<file path="config.mk">
export PLATFORM = sky130hd
export DESIGN_NAME = fwd_hazard_ctrl_flat
export DESIGN_NICKNAME = d
export VERILOG_FILES = /design/src/rtl/fwd_hazard_ctrl_if.sv /design/src/rtl/fwd_hazard_ctrl.sv /design/src/flat_wrapper.sv
export SDC_FILE = /design/constraint.sdc
export NUM_CORES = 1
export LEC_CHECK = 0
export CAP_MARGIN = 15
export CORE_MARGIN = 8
export CORE_UTILIZATION = 35
export DETAILED_ROUTE_END_ITERATION = 10
export PLACE_DENSITY = 0.61
export SLEW_MARGIN = 15
export SYNTH_ARGS = -nofsm -noshare
export SYNTH_HDL_FRONTEND = slang
export SYNTH_SLANG_ARGS = --single-unit
export TNS_END_PERCENT = 50
</file>
<file path="constraint.sdc">
create_clock -name i_clk -period 2 [get_ports i_clk]
set_input_delay 0.5 -clock i_clk [delete_from_list [all_inputs] [get_ports i_clk]]
set_output_delay 0.5 -clock i_clk [all_outputs]
set_load 0.01 [all_outputs]
</file>
<file path="src/rtl/fwd_hazard_ctrl_if.sv">
// ID-stage request / EX-select response bundle between decode and fwd_hazard_ctrl.
// master = decode side, slave = the controller.
interface fwd_hazard_ctrl_if #(
  parameter int unsigned RW    = 5,
  parameter int unsigned DEPTH = 3
) ();
  localparam int unsigned SW = $clog2(DEPTH + 1);

  logic          id_valid;
  logic [RW-1:0] id_rs;
  logic [RW-1:0] id_rt;
  logic          id_rs_used;
  logic          id_rt_used;
  logic [RW-1:0] id_rd;
  logic          id_rfwr;
  logic          id_load;
  logic          id_mdu;
  logic          id_mdu_rd;
  logic          flush;
  logic [SW-1:0] fwd_a;
  logic [SW-1:0] fwd_b;
  logic          stall;
  logic          mdu_busy;

  modport master (
    output id_valid, id_rs, id_rt, id_rs_used, id_rt_used, id_rd, id_rfwr, id_load,
           id_mdu, id_mdu_rd, flush,
    input  fwd_a, fwd_b, stall, mdu_busy
  );

  modport slave (
    input  id_valid, id_rs, id_rt, id_rs_used, id_rt_used, id_rd, id_rfwr, id_load,
           id_mdu, id_mdu_rd, flush,
    output fwd_a, fwd_b, stall, mdu_busy
  );
endinterface

</file>
<file path="src/rtl/fwd_hazard_ctrl.sv">
// Forwarding / hazard controller: destination-tag scoreboard, registered EX forward
// selects, load-use and MDU interlocks.
module fwd_hazard_ctrl #(
  parameter int unsigned RW      = 5,
  parameter int unsigned DEPTH   = 3,
  parameter int unsigned MDU_LAT = 4
) (
  input  logic               i_clk,
  input  logic               i_rst,
  fwd_hazard_ctrl_if.slave   bus
);
  localparam int unsigned SW = $clog2(DEPTH + 1);
  localparam int unsigned CW = $clog2(MDU_LAT + 1);

  // Entry 0 is the instruction in EX; entry k sits at forwarding position k+1.
  logic [DEPTH-1:0]         r_vld;
  logic [DEPTH-1:0][RW-1:0] r_rd;
  logic                     r_ld0;
  logic [SW-1:0]            r_fwd_a;
  logic [SW-1:0]            r_fwd_b;
  logic [CW-1:0]            r_cnt;
  logic                     r_busy;

  logic [DEPTH-1:0] w_match_a;
  logic [DEPTH-1:0] w_match_b;
  logic [SW-1:0]    w_fwd_a;
  logic [SW-1:0]    w_fwd_b;
  logic             w_load_use;
  logic             w_mdu_haz;
  logic             w_stall;
  logic             w_issue;
  logic             w_wr0;
  logic [CW-1:0]    w_cnt_d;

  always_comb begin
    w_match_a = '0;
    w_match_b = '0;
    w_fwd_a   = '0;
    w_fwd_b   = '0;
    for (int k = 0; k < DEPTH; k++) begin
      w_match_a[k] = bus.id_rs_used & r_vld[k] & (r_rd[k] == bus.id_rs);
      w_match_b[k] = bus.id_rt_used & r_vld[k] & (r_rd[k] == bus.id_rt);
    end
    // Walk oldest to youngest so the youngest producer overrides.
    for (int k = DEPTH - 1; k >= 0; k--) begin
      if (w_match_a[k]) w_fwd_a = SW'(k + 1);
      if (w_match_b[k]) w_fwd_b = SW'(k + 1);
    end
  end

  always_comb begin
    w_load_use = (w_match_a[0] | w_match_b[0]) & r_ld0;
    w_mdu_haz  = (bus.id_mdu | bus.id_mdu_rd) & (r_cnt != '0);
    w_stall    = bus.id_valid & ~bus.flush & (w_load_use | w_mdu_haz);
    w_issue    = bus.id_valid & ~w_stall & ~bus.flush;
    w_wr0      = w_issue & bus.id_rfwr & (bus.id_rd != '0);
  end

  // A fresh MDU issue reloads the counter even on the cycle it would reach zero.
  always_comb begin
    w_cnt_d = r_cnt;
    if (w_issue & bus.id_mdu) begin
      w_cnt_d = CW'(MDU_LAT);
    end else if (r_cnt != '0) begin
      w_cnt_d = r_cnt - CW'(1);
    end
  end

  always_ff @(posedge i_clk or posedge i_rst) begin
    if (i_rst) begin
      r_vld   <= '0;
      r_rd    <= '0;
      r_ld0   <= 1'b0;
      r_fwd_a <= '0;
      r_fwd_b <= '0;
      r_cnt   <= '0;
      r_busy  <= 1'b0;
    end else begin
      r_vld   <= {r_vld[DEPTH-2:0], w_wr0};
      r_rd    <= {r_rd[DEPTH-2:0], bus.id_rd};
      r_ld0   <= w_issue & bus.id_load;
      r_fwd_a <= w_issue ? w_fwd_a : '0;
      r_fwd_b <= w_issue ? w_fwd_b : '0;
      r_cnt   <= w_cnt_d;
      r_busy  <= (w_cnt_d != '0);
    end
  end

  assign bus.fwd_a    = r_fwd_a;
  assign bus.fwd_b    = r_fwd_b;
  assign bus.stall    = w_stall;
  assign bus.mdu_busy = r_busy;
endmodule

</file>
<file path="src/flat_wrapper.sv">
// flat-port wrapper written by rule: the top's interface ports become plain ports
module fwd_hazard_ctrl_flat 
#(
  parameter int unsigned RW      = 5,
  parameter int unsigned DEPTH   = 3,
  parameter int unsigned MDU_LAT = 4
)
  (i_clk, i_rst, bus_id_valid, bus_id_rs, bus_id_rt, bus_id_rs_used, bus_id_rt_used, bus_id_rd, bus_id_rfwr, bus_id_load, bus_id_mdu, bus_id_mdu_rd, bus_flush, bus_fwd_a, bus_fwd_b, bus_stall, bus_mdu_busy);
  fwd_hazard_ctrl_if #(.RW(RW), .DEPTH(DEPTH)) bus_i ();
  input  logic i_clk;
  input  logic i_rst;
  input wire logic [$bits(bus_i.id_valid)-1:0] bus_id_valid;
  input wire logic [$bits(bus_i.id_rs)-1:0] bus_id_rs;
  input wire logic [$bits(bus_i.id_rt)-1:0] bus_id_rt;
  input wire logic [$bits(bus_i.id_rs_used)-1:0] bus_id_rs_used;
  input wire logic [$bits(bus_i.id_rt_used)-1:0] bus_id_rt_used;
  input wire logic [$bits(bus_i.id_rd)-1:0] bus_id_rd;
  input wire logic [$bits(bus_i.id_rfwr)-1:0] bus_id_rfwr;
  input wire logic [$bits(bus_i.id_load)-1:0] bus_id_load;
  input wire logic [$bits(bus_i.id_mdu)-1:0] bus_id_mdu;
  input wire logic [$bits(bus_i.id_mdu_rd)-1:0] bus_id_mdu_rd;
  input wire logic [$bits(bus_i.flush)-1:0] bus_flush;
  output wire logic [$bits(bus_i.fwd_a)-1:0] bus_fwd_a;
  output wire logic [$bits(bus_i.fwd_b)-1:0] bus_fwd_b;
  output wire logic [$bits(bus_i.stall)-1:0] bus_stall;
  output wire logic [$bits(bus_i.mdu_busy)-1:0] bus_mdu_busy;
  assign bus_i.id_valid = bus_id_valid;
  assign bus_i.id_rs = bus_id_rs;
  assign bus_i.id_rt = bus_id_rt;
  assign bus_i.id_rs_used = bus_id_rs_used;
  assign bus_i.id_rt_used = bus_id_rt_used;
  assign bus_i.id_rd = bus_id_rd;
  assign bus_i.id_rfwr = bus_id_rfwr;
  assign bus_i.id_load = bus_id_load;
  assign bus_i.id_mdu = bus_id_mdu;
  assign bus_i.id_mdu_rd = bus_id_mdu_rd;
  assign bus_i.flush = bus_flush;
  assign bus_fwd_a = bus_i.fwd_a;
  assign bus_fwd_b = bus_i.fwd_b;
  assign bus_stall = bus_i.stall;
  assign bus_mdu_busy = bus_i.mdu_busy;
  fwd_hazard_ctrl #(.RW(RW), .DEPTH(DEPTH), .MDU_LAT(MDU_LAT)) u_core (.i_clk(i_clk), .i_rst(i_rst), .bus(bus_i));
endmodule
</file>
==> results of run 1 <==
sequential cells by signal, indices dropped and copies added, names as in the netlist:
register / count
u_core.bus.fwd_b: 2
u_core.bus.mdu_busy: 1
u_core.r_ld0: 1
u_core.r_cnt: 3
u_core.r_vld: 3
u_core.r_rd: 15
u_core.bus.fwd_a: 2
worst paths after layout:
check | startpoint | end | slack, ns
min in group asynchronous | i_rst | u_core.r_rd[0] | 0.56
worst min register to register | u_core.r_vld[0] | u_core.r_vld[1] | 0.44
max in group asynchronous | i_rst | u_core.r_rd[11] | 1.17
worst max register to register | u_core.r_rd[2] | u_core.bus.mdu_busy | 0.06
worst max-delay path | bus_id_rs[2] | bus_stall | -0.35
worst min-delay path | u_core.r_vld[0] | u_core.r_vld[1] | 0.44
power by group through the flow:
stage                     sequential [mW]  clock (mW)  combinational, mW
after floorplan                     0.658           0              0.224
after global placement              0.654           0              0.414
after detailed placement            0.661           0              0.437
after CTS                           0.649       0.325              0.435
after global routing                0.658       0.352              0.482
final                               0.650       0.319              0.431
cell usage after synthesis (all sizes together), types with 4 or more instances:
cell type,count
nand2,7
nor2,6
dfrtp,27
xnor2,8
xor2,23
inv,6
nor4,4
routing by layer:
| metal | vias to the layer above | part of all wire (%) | global-route usage (%) | wire [um] |
|---|---|---|---|---|
| met2 | 21 | 51 | 18.6 | 1610 |
| li1 | 520 | - | - | - |
| met1 | 503 | 45 | 14.1 | 1440 |
| met5 | - | 0 | 0 | 0 |
| met4 | 0 | 2.2 | 5.58 | 70 |
| met3 | 7 | 1.9 | 1.63 | 59 |
repair_timing:
| item | 4_1_cts | 5_1_grt |
|---|---|---|
| buffers inserted | 4 | 1 |
| endpoints found under the setup margin | 10 | 3 |
| gates resized for setup | 26 | 2 |
| pin swaps | 10 | 5 |
layout by cell type, fill, tap and decap left out, types with 2 or more instances in the layout:
cell type        synthesis  routed
clkdlybuf4s15_1          0       2
nor4_1                   4       3
nor2b_1                  3       3
dlygate4sd2_1            0       5
or4_4                    2       2
clkdlybuf4s15_2          0       2
nor2_4                   0       2
clkdlybuf4s50_1          0      19
or3_1                    2       2
and3_1                   2       2
xor2_1                  23      23
nand3_1                  2       2
clkbuf_8                 0       3
dfrtp_1                 27      27
ha_1                     3       3
inv_1                    6       6
buf_4                    0      32
nor2_1                   6       4
nand4_1                  3       3
xnor2_1                  8       7
a21oi_2                  0       2
nand2_1                  7       7
o21ai_0                  3       2
final cells by class:
cell class / count / area [um2]
Clock buffer: 3 / 41.3
Clock inverter: 1 / 7.51
Fill cell: 341 / 1630
Inverter: 6 / 22.5
Multi-Input combinational cell: 83 / 646
Sequential cell: 27 / 676
Tap cell: 48 / 60.1
Timing Repair Buffer: 62 / 527
stage by stage:
step                      instances  util [%]
final                           230      54.9
after global routing            230      54.9
after CTS                       229      54.6
after detailed placement        221      52.0
after global placement          221      52.0
after floorplan                 116         -
cells by family (layout without fill, tap and decap cells):
logic type | count (synthesis) | after routing
AND/OR/NAND/NOR | 37 | 37
adder cells (fa/ha/maj) | 3 | 3
multiplexers | 1 | 1
AO/OA/AOI/OAI | 11 | 11
flip-flops | 27 | 27
buffers and inverters | 6 | 72
XOR/XNOR | 31 | 31
==> impl_metrics.py, run 1 <==
metrics = {
    "cells_and_area": {
        "design_area_um2": 1980,
        "area_growth_pct": 52.7,
        "drive_gt1_share_pct": 29.1,
        "num_antenna_cells": 0,
        "nNetsFinal": 211,
    },
    "drt": {
        "wl_per_cell_um": 13.9,
        "drt_iter0_markers": 73,
        "routed_wl_mm": 3.19,
        "vias_per_cell": 4.57,
        "drc_errors": 0,
        "vias": 1051,
        "firstDrtPassIters": 4,
        "drtAntennaViolNets": 0,
    },
    "die": {
        "die_x_um": 76.9,
        "initial_utilization_pct": 35.9,
        "coreArea_um2": 3610,
        "dieArea_um2": 5910,
        "rows": 22,
        "io_pins": 31,
        "die_y_um": 76.9,
    },
    "worst_setup_path": {
        "crit_cells": 7,
        "crit_fanout": 2,
        "crit_path_end_kind": "output port",
        "r2r_cells": 6,
        "cp_slowest_cell": "or4_4",
        "cp_top_family": "simple AND/OR/NAND/NOR gates",
        "critPathArrivalTime_ns": 1.85,
        "path_buf_inv": 2,
        "path_cells": "clkdlybuf4s15_1, xor2_1, or4_4, nor2_4, o21ai_2, a21oi_2, buf_2",
        "crit_path_start_kind": "input port",
        "required_ns": 1.50,
        "criticalPathCategory": "input port to output port",
        "slowest_delay_ns": 0.51,
    },
    "power": {
        "switchingPower_uw": 418,
        "seqPwrFrac_pct": 46.4,
        "power_density_nw_per_um2": 707,
        "switching_share_pct": 29.9,
        "p_int_uw": 981,
        "power_mw": 1.40,
        "comb_power_share_pct": 30.8,
        "clkPwrFrac_pct": 22.8,
        "ir_drop_v": 0.000334,
        "p_leak_nw": 0.884,
    },
    "synth": {
        "yosysTopAreaCellShare_pct": 52.1,
        "seq_area_frac_synth_pct": 52.1,
        "ys_warn_count": 0,
        "syn_avg_cell_area_um2": 11.2,
        "ys.flop_type": "dfrtp_1",
        "synth-edff-count": 0,
        "synthAdderAreaFrac_pct": 2.90,
        "ys_top_cells_by_area": "dfrtp_1 (52%), xor2_1 (16%), xnor2_1 (5.4%), ha_1 (2.9%), nand2_1 (2.0%)",
        "synth-compound-area-share_pct": 5.50,
        "syn_area_um2": 1300,
        "synth_top_family_by_area": "XOR/XNOR gates",
        "async_flop_share_pct": 100,
        "syn_nets": 144,
        "synth_top_area_cell": "dfrtp_1",
        "synth_seq_cells": 27,
        "ys_types": 27,
        "syn_inst": 116,
        "synth_xor_area_share_pct": 20.9,
        "synthMuxAreaShare_pct": 0.772,
        "yosys.area_share.simple_pct": 16.0,
    },
    "timing": {
        "fmaxAchievable_mhz": 425,
        "period_share_pct": 118,
        "slew_headroom_pct": 77.2,
        "setup_viol": 1,
        "setup_tns_ns": -0.351,
        "setup_ws_ns": -0.351,
        "rsz0062_at_grt": "yes",
        "fin_crit_ns": 2.35,
        "hold_viol_final": 0,
        "skew_ns": 0.00796,
        "worst_pin_slew_ns": 0.341,
        "final_max_slew_viol_count": 0,
        "hold-worst-slack_ns": 0.435,
    },
    "global_routing": {
        "antenna_found_initial": 0,
        "first_global_vias": 1191,
        "grt_pass1_wl_mm": 5.45,
        "grt.total_usage_pct": 11.3,
        "grt_max_degree": 28,
        "grt_overflow": 0,
    },
    "placed_design": {
        "gp_congestion": 0.828,
        "place_area_um2": 1880,
        "io_buffers": 30,
        "dpl.hpwl_mm": 2.64,
        "place_ws_ns": -1.06,
    },
    "clock_network": {
        "htreeDepth": 1,
        "cts_sinks": 27,
        "clk_pin_slew_worst_paths_ns": 0.10,
        "cts_buffer_depth": 2,
        "hold_buffers": 0,
        "cts-root-buf": "clkbuf_8",
        "cts-buffers-inserted": 3,
        "worstSkewPairLatency_ns": 0.28,
        "cts_tree": "yes",
    },
    "min_path": {
        "holdPathStages": 0,
        "hold_class": "register to register",
    },
    "status": {
        "status": "complete, but fails checks",
        "violations": "negative setup slack",
    },
    "job": {
        "max_cap_viol_count": 0,
    },
}
(Power assumes the default switching activity.)
==> inputs of run 2 (changes only) <==
PLACE_DENSITY = default   (was 0.61)
TNS_END_PERCENT = 1   (was 50)
==> impl_metrics.py, run 2 (synthesized netlist as in run 1, its figures left out) <==
metrics = {
    "status": {
        "status": "complete, but fails checks",
        "violations": "negative setup slack",
    },
    "placed_design": {
        "place_area_um2": 1880,
        "place_ws_ns": -1.05,
        "gp_congestion": 0.853,
        "io_buffers": 30,
        "dpl.hpwl_mm": 2.53,
    },
    "power": {
        "switching_share_pct": 29.9,
        "comb_power_share_pct": 30.1,
        "p_leak_nw": 0.867,
        "switchingPower_uw": 421,
        "clkPwrFrac_pct": 23.9,
        "seqPwrFrac_pct": 46.0,
        "p_int_uw": 985,
        "power_mw": 1.41,
        "power_density_nw_per_um2": 722,
        "ir_drop_v": 0.000497,
    },
    "worst_setup_path": {
        "criticalPathCategory": "input port to output port",
        "crit_path_start_kind": "input port",
        "path_cells": "clkdlybuf4s15_1, xor2_1, or4_4, nor2_4, o21ai_2, a21oi_2, buf_2",
        "slowest_delay_ns": 0.54,
        "crit_fanout": 2,
        "worst-r2r-setup-slack_ns": 0.05,
        "required_ns": 1.50,
        "critPathArrivalTime_ns": 1.87,
        "cp_slowest_cell": "or4_4",
        "crit_path_end_kind": "output port",
    },
    "die": {
        "initial_utilization_pct": 35.9,
        "die_x_um": 76.9,
        "dieArea_um2": 5910,
        "rows": 22,
        "io_pins": 31,
        "coreArea_um2": 3610,
        "die_y_um": 76.9,
    },
    "timing": {
        "fmaxAchievable_mhz": 421,
        "worst_pin_slew_ns": 0.329,
        "setup_ws_ns": -0.373,
        "final_max_slew_viol_count": 0,
        "hold-worst-slack_ns": 0.429,
        "setup_viol": 1,
        "rsz0062_at_grt": "yes",
        "hold_viol_final": 0,
        "slew_headroom_pct": 78.1,
        "fin_crit_ns": 2.37,
        "skew_ns": 0.0124,
        "period_share_pct": 119,
    },
    "drt": {
        "drtAntennaViolNets": 0,
        "vias": 1029,
        "wl_per_cell_um": 13.1,
        "drt_iter0_markers": 41,
        "drc_errors": 0,
        "vias_per_cell": 4.53,
        "firstDrtPassIters": 4,
        "routed_wl_mm": 2.98,
    },
    "cells_and_area": {
        "largest_reg_flops": 15,
        "nNetsFinal": 208,
        "top_register": "u_core.r_rd",
        "seq_area_um2": 676,
        "multi_input_area_um2": 633,
        "final_common_cell": "buf_4",
        "fin_util_pct": 54.0,
        "final_cell_mix": "buf_4 (29), dfrtp_1 (27), xor2_1 (23)",
        "drive_gt1_share_pct": 24.6,
        "reg_top3": "u_core.r_rd (15), u_core.r_cnt (3), u_core.r_vld (3)",
        "num-fill-cells": 333,
        "area_growth_pct": 50.2,
        "num_antenna_cells": 0,
        "design_area_um2": 1950,
    },
    "clock_network": {
        "clk_pin_slew_worst_paths_ns": 0.11,
        "worstSkewPairLatency_ns": 0.28,
        "htreeDepth": 1,
        "hold_buffers": 0,
        "cts_sinks": 27,
        "cts_buffer_depth": 2,
        "cts-root-buf": "clkbuf_8",
        "cts-buffers-inserted": 3,
        "cts_tree": "yes",
    },
    "global_routing": {
        "antenna_found_initial": 0,
        "grt_pass1_wl_mm": 5.41,
        "grt_max_degree": 28,
        "first_global_vias": 1190,
        "grt_overflow": 0,
        "grt.total_usage_pct": 11.1,
    },
    "job": {
        "max_cap_viol_count": 0,
    },
    "min_path": {
        "hold_class": "register to register",
    },
}
## run 2: worst paths after layout
path / from / depth (start not counted) / to
max: bus_id_rs[4] / 7 / bus_stall
min: u_core.r_vld[1] / 0 / u_core.r_vld[2]
max reg2reg: u_core.r_rd[4] / 6 / u_core.bus.mdu_busy
min reg2reg: u_core.r_vld[1] / 0 / u_core.r_vld[2]
max in group asynchronous: i_rst / 3 / u_core.bus.fwd_b[0]
min in group asynchronous: i_rst / 3 / u_core.r_cnt[0]
## run 2: critical path: cells and delay by family
| kind | cells | cell delay, ns |
|---|---|---|
| and+or+nand+nor | 2 | 0.67 |
| buffers and inverters | 2 | 0.34 |
| AOI/OAI and AO/OA | 2 | 0.19 |
| xor gates and xnor gates | 1 | 0.17 |
## run 2: power by group through the flow
stage                     sequential (mW)  clock (mW)  combinational [mW]
after CTS                           0.647       0.349               0.430
after detailed placement            0.658           0               0.435
after floorplan                     0.658           0               0.224
after global placement              0.654           0               0.418
after global routing                0.652       0.367               0.487
final                               0.647       0.337               0.423
## run 2: cell type report
class                   instances  area share, %
multi-input cells              83           32.5
clock buffers                   3           2.12
repair buffers                 59           26.0
clock inverters                 1          0.450
inverters                       6           1.16
well taps                      48           3.08
flip-flops and latches         27           34.7
## run 2: repair_timing
item / 4_1_cts / 5_1_grt
gates resized for setup: 19 / 3
hold endpoints to repair: 0 / 0
setup buffers: 1 / 1
pin swaps: 10 / 4
endpoints found under the setup margin: 10 / 5
## run 2: metrics by stage
stage / TNS [ns] / std cells
after floorplan: -0.0627 / 116
after global placement: -4.91 / 221
after detailed placement: -5.07 / 221
after CTS: -0.414 / 226
after global routing: -0.475 / 227
final: -0.373 / 227
## run 2: metal layers
metal / global-route usage, % / up-vias / routed length, um / part of all wire, %
met4: 5.19 / 0 / 68 / 2.3
li1: - / 518 / - / -
met2: 18.9 / 19 / 1470 / 49
met3: 1.86 / 7 / 75 / 2.5
met5: 0 / - / 0 / 0
met1: 13.1 / 485 / 1370 / 46
